`config.mk`:
```
export PLATFORM = sky130hd
export DESIGN_NAME = dcache_access_seq
export DESIGN_NICKNAME = d
export VERILOG_FILES = /design/src/rtl/dcache_access_seq.sv
export SDC_FILE = /design/constraint.sdc
export NUM_CORES = 2
export LEC_CHECK = 0
export CAP_MARGIN = 20
export CORE_ASPECT_RATIO = 1.4
export CORE_UTILIZATION = 25
export CTS_CLUSTER_SIZE = 25
export DETAILED_ROUTE_END_ITERATION = 7
export PLACE_DENSITY = 0.51
export SETUP_SLACK_MARGIN = 0.2
export SLEW_MARGIN = 10
export SYNTH_ARGS = -nofsm -noshare
export SYNTH_HDL_FRONTEND = slang
export SYNTH_SLANG_ARGS = --single-unit
```
`constraint.sdc`:
```
create_clock -name clk -period 6.9 [get_ports clk]
set_input_delay 1.035 -clock clk [delete_from_list [all_inputs] [get_ports clk]]
set_output_delay 1.035 -clock clk [all_outputs]
set_load 0.01 [all_outputs]
```
`src/rtl/dcache_access_seq.sv`:
```
// Dcache access sequencer: splits line-crossing loads/stores into two
// line beats and merges read bytes into one little-endian result.
module dcache_access_seq #(
  parameter int ADDR_W = 32
) (
  input  logic              clk,
  input  logic              rst_n,
  input  logic              req_valid,
  output logic              req_ready,
  input  logic [ADDR_W-1:0] req_addr,
  input  logic [1:0]        req_size,
  input  logic              req_wr,
  input  logic [63:0]       req_wdata,
  output logic              cache_req,
  output logic [ADDR_W-5:0] cache_line,
  output logic              cache_wr,
  output logic [15:0]       cache_be,
  output logic [127:0]      cache_wdata,
  input  logic              cache_ack,
  input  logic [127:0]      cache_rdata,
  output logic              rsp_valid,
  output logic [63:0]       rsp_rdata,
  output logic              rsp_split
);

  localparam int LW = ADDR_W - 4;

  typedef enum logic [1:0] {
    IDLE,
    ACC1,
    ACC2,
    DONE
  } state_t;

  state_t state, state_nxt;

  logic [ADDR_W-1:0] addr_r;
  logic [1:0]        size_r;
  logic              wr_r;
  logic [63:0]       wdata_r;
  logic              split_r;
  logic [63:0]       merge_r, merge_nxt;
  logic              split_req;
  logic [3:0]        off;
  logic [4:0]        n, n1, n2;
  logic              busy;
  logic              accept;

  assign off    = addr_r[3:0];
  assign n      = 5'd1 << size_r;
  assign n1     = split_r ? 5'd16 - {1'b0, off} : n;
  assign n2     = n - n1;
  assign busy   = (state == ACC1) || (state == ACC2);
  assign accept = (state == IDLE) && req_valid;

  always_comb begin
    split_req = 1'b0;
    unique case (req_size)
      2'b00:   split_req = 1'b0;
      2'b01:   split_req = req_addr[3:0] == 4'd15;
      2'b10:   split_req = req_addr[3:0] > 4'd12;
      default: split_req = req_addr[3:0] > 4'd8;
    endcase
  end

  always_comb begin
    state_nxt = state;
    unique case (state)
      IDLE:    if (req_valid) state_nxt = ACC1;
      ACC1:    if (cache_ack) state_nxt = split_r ? ACC2 : DONE;
      ACC2:    if (cache_ack) state_nxt = DONE;
      default: state_nxt = IDLE;
    endcase
  end

  // Line-side steering: byte b of the line maps to request byte k
  logic [3:0] k;
  logic [4:0] bb;

  always_comb begin
    cache_req   = 1'b0;
    cache_line  = '0;
    cache_wr    = 1'b0;
    cache_be    = '0;
    cache_wdata = '0;
    k           = '0;
    bb          = '0;
    if (busy) begin
      cache_req  = 1'b1;
      cache_wr   = wr_r;
      cache_line = addr_r[ADDR_W-1:4];
      if (state == ACC2) cache_line = addr_r[ADDR_W-1:4] + LW'(1);
      for (int b = 0; b < 16; b++) begin
        bb = 5'(b);
        if (state == ACC1) begin
          k = 4'(b) - off;
          if (bb >= {1'b0, off} && bb < {1'b0, off} + n1) begin
            cache_be[b] = 1'b1;
            cache_wdata[b*8 +: 8] = wdata_r[{k[2:0], 3'b000} +: 8];
          end
        end else begin
          k = 4'(b) + n1[3:0];
          if (bb < n2) begin
            cache_be[b] = 1'b1;
            cache_wdata[b*8 +: 8] = wdata_r[{k[2:0], 3'b000} +: 8];
          end
        end
      end
    end
  end

  logic [3:0] k1, k2;

  always_comb begin
    merge_nxt = merge_r;
    k1        = '0;
    k2        = '0;
    if (cache_ack && !wr_r) begin
      for (int i = 0; i < 8; i++) begin
        if (state == ACC1 && 5'(i) < n1) begin
          k1 = off + 4'(i);
          merge_nxt[i*8 +: 8] = cache_rdata[{k1, 3'b000} +: 8];
        end
        if (state == ACC2 && 5'(i) < n2) begin
          k2 = n1[3:0] + 4'(i);
          merge_nxt[{k2[2:0], 3'b000} +: 8] = cache_rdata[i*8 +: 8];
        end
      end
    end
  end

  always_ff @(posedge clk or negedge rst_n) begin
    if (!rst_n) begin
      state   <= IDLE;
      addr_r  <= '0;
      size_r  <= '0;
      wr_r    <= 1'b0;
      wdata_r <= '0;
      split_r <= 1'b0;
      merge_r <= '0;
    end else begin
      state <= state_nxt;
      if (accept) begin
        addr_r  <= req_addr;
        size_r  <= req_size;
        wr_r    <= req_wr;
        wdata_r <= req_wdata;
        split_r <= split_req;
        merge_r <= '0;
      end else begin
        merge_r <= merge_nxt;
      end
    end
  end

  assign req_ready = state == IDLE;
  assign rsp_valid = state == DONE;
  assign rsp_rdata = merge_r;
  assign rsp_split = split_r;

endmodule

```
# --- Word level (Yosys, flattened, before mapping) ---
# Cells that the tools add are included.
totals:
  out_inout_bits: 241
  reg_bits: 166
  mem_bits_rw: 0
  n_memories: 0
  mem_bits_ro: 0
  latchBits: 0
classes:
  n_lt_le_gt_ge: 57
  addsub: 50
  n_eq_ne: 9
  multipliers: 0
  bitwise: 0
  shifts: 57
  n_reduce_logical: 39
  div_mod_pow: 0
  mux: 150
ops:
  columns: ["cell", "count"]
  rows:
  - ["variable part select 64 x 7 -> 8 bit", 32]
  - ["two-way mux 64 bit", 17]
  - ["variable part select 128 x 8 -> 8 bit", 8]
  - ["bitwise mux 64 bit", 8]
  - ["two-way mux 8 bit", 64]
  - ["variable shift 8 x 8 -> 64 bit (first input constant)", 8]
  - ["variable part select 8 x 8 -> 64 bit", 8]
  - ["two-way mux 128 bit", 1]
  - ["< comparator 4 x 5 -> 1 bit (first input constant)", 16]
  - ["negator 6 -> 8 bit", 8]
  - ["< comparator 3 x 5 -> 1 bit (first input constant)", 12]
  - ["two-way mux 28 bit", 2]
  - ["two-way mux 1 bit", 51]
  - ["logical AND 1 bit", 33]
  - ["< comparator 1 x 5 -> 1 bit (first input constant)", 6]
  - ["< comparator 2 x 5 -> 1 bit (first input constant)", 6]
  - ["adder 28 x 1 -> 28 bit (second input constant)", 1]
  - [">= comparator 4 bit (first input constant)", 7]
  - ["subtractor 3 bit (first input constant)", 8]
  - ["adder 4 x 3 -> 4 bit (second input constant)", 4]
  - [">= comparator 3 x 4 -> 1 bit (first input constant)", 4]
  - ["two-way mux 16 bit", 1]
  - ["adder 3 bit (first input constant)", 4]
  - ["adder 3 bit (second input constant)", 4]
  - ["other kinds (28)", 49]

# --- Depth between registers and ports, before layout ---
depth:
  ltp_word: 45
  ltp_mapped: 30

# --- Worst setup path after synthesis ---
# Ideal clock, no wire load.
synth_timing:
  kind: "reg-to-output"
  start: "register addr_r[0]"
  end: "output cache_wdata[10]"
  t_arrival_ns: 6.400
  path_slack_ns: -0.535
  path_stages_with_launch: 27
  cell_sequence: "dfrtp_1 -> buf_6 -> buf_2 -> buf_4 -> buf_4 -> buf_2 -> buf_2 -> clkbuf_1 -> inv_1 -> ha_1 -> buf_4 -> xnor2_4 -> a21o_1 -> buf_4 -> inv_4 -> buf_1 -> clkbuf_1 -> ha_1 -> a21oi_1 -> xnor2_4 -> a211oi_2 -> a31oi_1 -> buf_6 -> buf_2 -> nor3_1 -> a211oi_1 -> and2_1"
synth_via:
  elab_chain_cells: 8
synth_rtl:
  columns: ["item", "line_no", "rtl"]
  rows:
  - ["from (decl)", "37", "logic [ADDR_W-1:0] addr_r;"]
  - ["from (signal assigned)", "144", "addr_r <= req_addr;"]
  - ["parallel branches: the longest is 6 deep, another holds subtractor 5 x 4 -> 5 bit", null, null]
  - ["two-way mux 8 bit (*)", "95", "if (state == ACC1) begin"]
  - ["two-way mux 128 bit (*)", "88", "if (busy) begin"]
  - ["to (decl)", "18", "output logic [127:0] cache_wdata,"]
# Every way passes the cells marked *.

# --- Worst setup path after layout ---
layout_timing:
  start: "register addr_r[0]"
  end: "output cache_wdata[17]"
layout_via:
  elab_chain_cells: 8
layout_rtl:
  columns: ["item", "line_no"]
  rows:
  - ["parallel branches: the longest is 6 deep, another holds subtractor 5 x 4 -> 5 bit", null]
  - ["two-way mux 8 bit (*)", "95"]
  - ["two-way mux 128 bit (*)", "88"]
# Marks and branches as above.

==> results.md <==
- Via density: 6.396
- Worst-path fanout max: 31
- Seq/Total Area, Yosys: 0.1560
- Top post-synthesis cells by area: mux4_2 19%, dfrtp_1 16%, mux2i_1 8.7%
- Avg WL per Cell: 38.48 um
- Drt first pass iters: 6
- Xor and xnor fraction of the mapped netlist area: 0.01880
- Routed wire length: 184300 um
- Post-synthesis simple-gate area fraction: 0.1839
- GP Congestion: 1.052
- Layout cell share with drive strength beyond 1: 0.1895
- Worst path arrival time: 5.34 ns
- CTS Root Cell: clkbuf_16
- Synthesized Nets: 3330
- Die H: 388.1 um
- Slowest Stage Delay on Critical Path: 0.68 ns
- Post-synth EDFFs: 0
- Top cell type's share of synthesized area: 0.1895
- TritonCTS buffer count: 17
- Clk sinks: 166
- Starting DRT DRC Count: 3710
- Buffers added on ports: 471
- Critical Path Most Common Cell: o21ai_0
- Average instance area after synthesis: 8.719 um^2
- Async S/R FF share, synth: 1.000
- Synth Area in Adders: 0.02171
- Setup tns final: 0 ns
- First-pass GRT wire length: 251400 um
- Syn. warnings: 0
- Synth Register Bits: 166
- Most frequent cell after synthesis: nand2_1
- CP max-delay cell: dfrtp_4
- Final setup viols: 0
- Row cnt: 141
- Synth cell types: 116
- WP buf/inv: 3
- Clock Skews: 0.02712 ns
- CP endpoint kind: output port
- Clk Latency, worst-skew pair: 0.57 ns
- Crit path time final: 6.373 ns
- Area delta synth->final: 26.95%
- ANT nets after route: 0
- Synth Area in Compound Gates: 0.2287
- Largest delay share family, worst path: simple AND/OR/NAND/NOR gates
- Clock buffer depth: 2
- Global route overflow: 0
- Worst path cell trace: inv_1, ha_4, xnor2_4, a21o_1, buf_4, ha_1, nor2b_1, o21ai_0, nand2b_1, xnor2_1, or3_1, o2111ai_1, o21ai_0, nand2_1, nor2_1, clkdlybuf4s50_1
- Achievable frequency: 0.1569 GHz
- Relative slew margins: 0.1236
- CTS tree: done
- Starting Density: 0.2524
- Mux share of post-synthesis cell area: 0.3401
- MaxCap Viol Count: 0
- Worst slew pin tran: 1.312 ns
- DRC: 0
- Final nets: 3687
- Synth top cells by count: 329 x nand2_1, 232 x mux2i_1, 224 x a21oi_1, 224 x mux4_2, 215 x nor2_1
- Main flop type after synthesis: dfrtp_1
- Synthesized instance count: 3054
- Status: complete, no violations
- Post-synth top area cell: mux4_2
- Number of top-level pins: 472
- Die width: 277.8 um
- Clk pin slew, worst setup/hold paths: 0.07 ns
- Vias in the first global route: 30.47k
- Final Util: 0.3204
- Antenna violations before repair: 14
- Mapped Area: 26630 um^2
- Hold crit path type: in -> async
- Slew Limit Fails: 0
- Vias after detailed routing: 30.62k
- WP data required: 5.86 ns
- Final hold viol count: 0
- Core area: 105500 um^2
- Worst R2R Setup Slack: 1.03 ns
- Setup Crit Path Kind: reg -> out
- RSZ-0062 raised after global routing: no
- HPWL Detailed: 139000 um
- Die area: 107800 um^2
- CP startpoint kind: register
- Total GRT Usage: 0.3342
- Largest net degree at the start of global routing: 135
- H-Tree Depth: 4
- Final worst-path cycle share: 0.9236
- Main combinational cell family by area after synthesis: multiplexers
final cells by class:
| class | instances | area, um^2 |
|---|---|---|
| fill | 11150 | 71700 |
| multi-input combinational | 2569 | 21330 |
| tap | 1358 | 1699 |
| clock inverter | 14 | 153.9 |
| inverter | 41 | 156.4 |
| sequential | 166 | 4163 |
| timing repair buffer | 616 | 5861 |
| antenna | 6 | 15.01 |
| clock buffer | 18 | 429.2 |
sequential cells by signal, summed over array words and instances, names as in the netlist:
register   count
rsp_split      1
rsp_rdata     64
wdata_r       64
addr_r        32
size_r         2
state          2
wr_r           1
logic make-up after synthesis:
family / after synthesis
xor gates and xnor gates: 46
muxes: 605
and+or+nand+nor: 999
adders and majority gates: 45
AOI/OAI and AO/OA: 874
buffers and inverters: 319
DFF: 166
through the flow:
step	cell area (um^2)	setup slack [ns]	cells	hold WS (ns)
floorplan	26660	0.2052	3054	0.4949
global placement	33170	0.8673	4747	0.5100
detailed placement	33180	1.096	4749	0.5202
CTS	33770	0.4761	4781	0.5100
global route	33800	0.2308	4786	0.5245
finish	33800	0.5274	4788	0.4713
layer usage:
metal  global-route usage  vias up  wire length, um
li1                     -    12581                -
met1               0.3617    15345            63990
met2               0.5586     2053            87230
met5                    0        -               59
met3              0.06665      637            14410
met4               0.2863        8            18550
final timing paths:
path	startpoint	end	depth (start not counted)
max reg2reg	rsp_split	rsp_rdata[47]	14
min in group clk	addr_r[31]	addr_r[31]	1
max	addr_r[0]	cache_wdata[17]	16
min	rst_n	wdata_r[27]	1
max in group asynchronous	rst_n	addr_r[1]	2
min reg2reg	addr_r[31]	addr_r[31]	1
cells in the final DEF (no fill, tap or decap), drive strengths merged, types with 40 or more instances in the layout:
cell           synthesis  final
and3                  40     40
a21oi                226    226
buf                  105    145
nand2                332    332
mux4                 224    224
o21ai                159    159
ha                    43     43
nand3                 74     74
a211oi                92     92
clkdlybuf4s50          0    470
nor2                 218    218
a31oi                 40     40
dfrtp                166    166
nor3                  44     44
and2                 128    128
inv                   38     46
mux2i                233    233
nor2b                 57     57
mux2                 148    148
timing repair:
action                                  4_1_cts  5_1_grt
hold buffers                                  0        0
endpoints found under the setup margin        0       22
gates resized for setup                       0        3
buffers inserted                              0        0
Power is not shown: default switching activity piles up to over one toggle a cycle in this logic, so the estimate is an artifact.
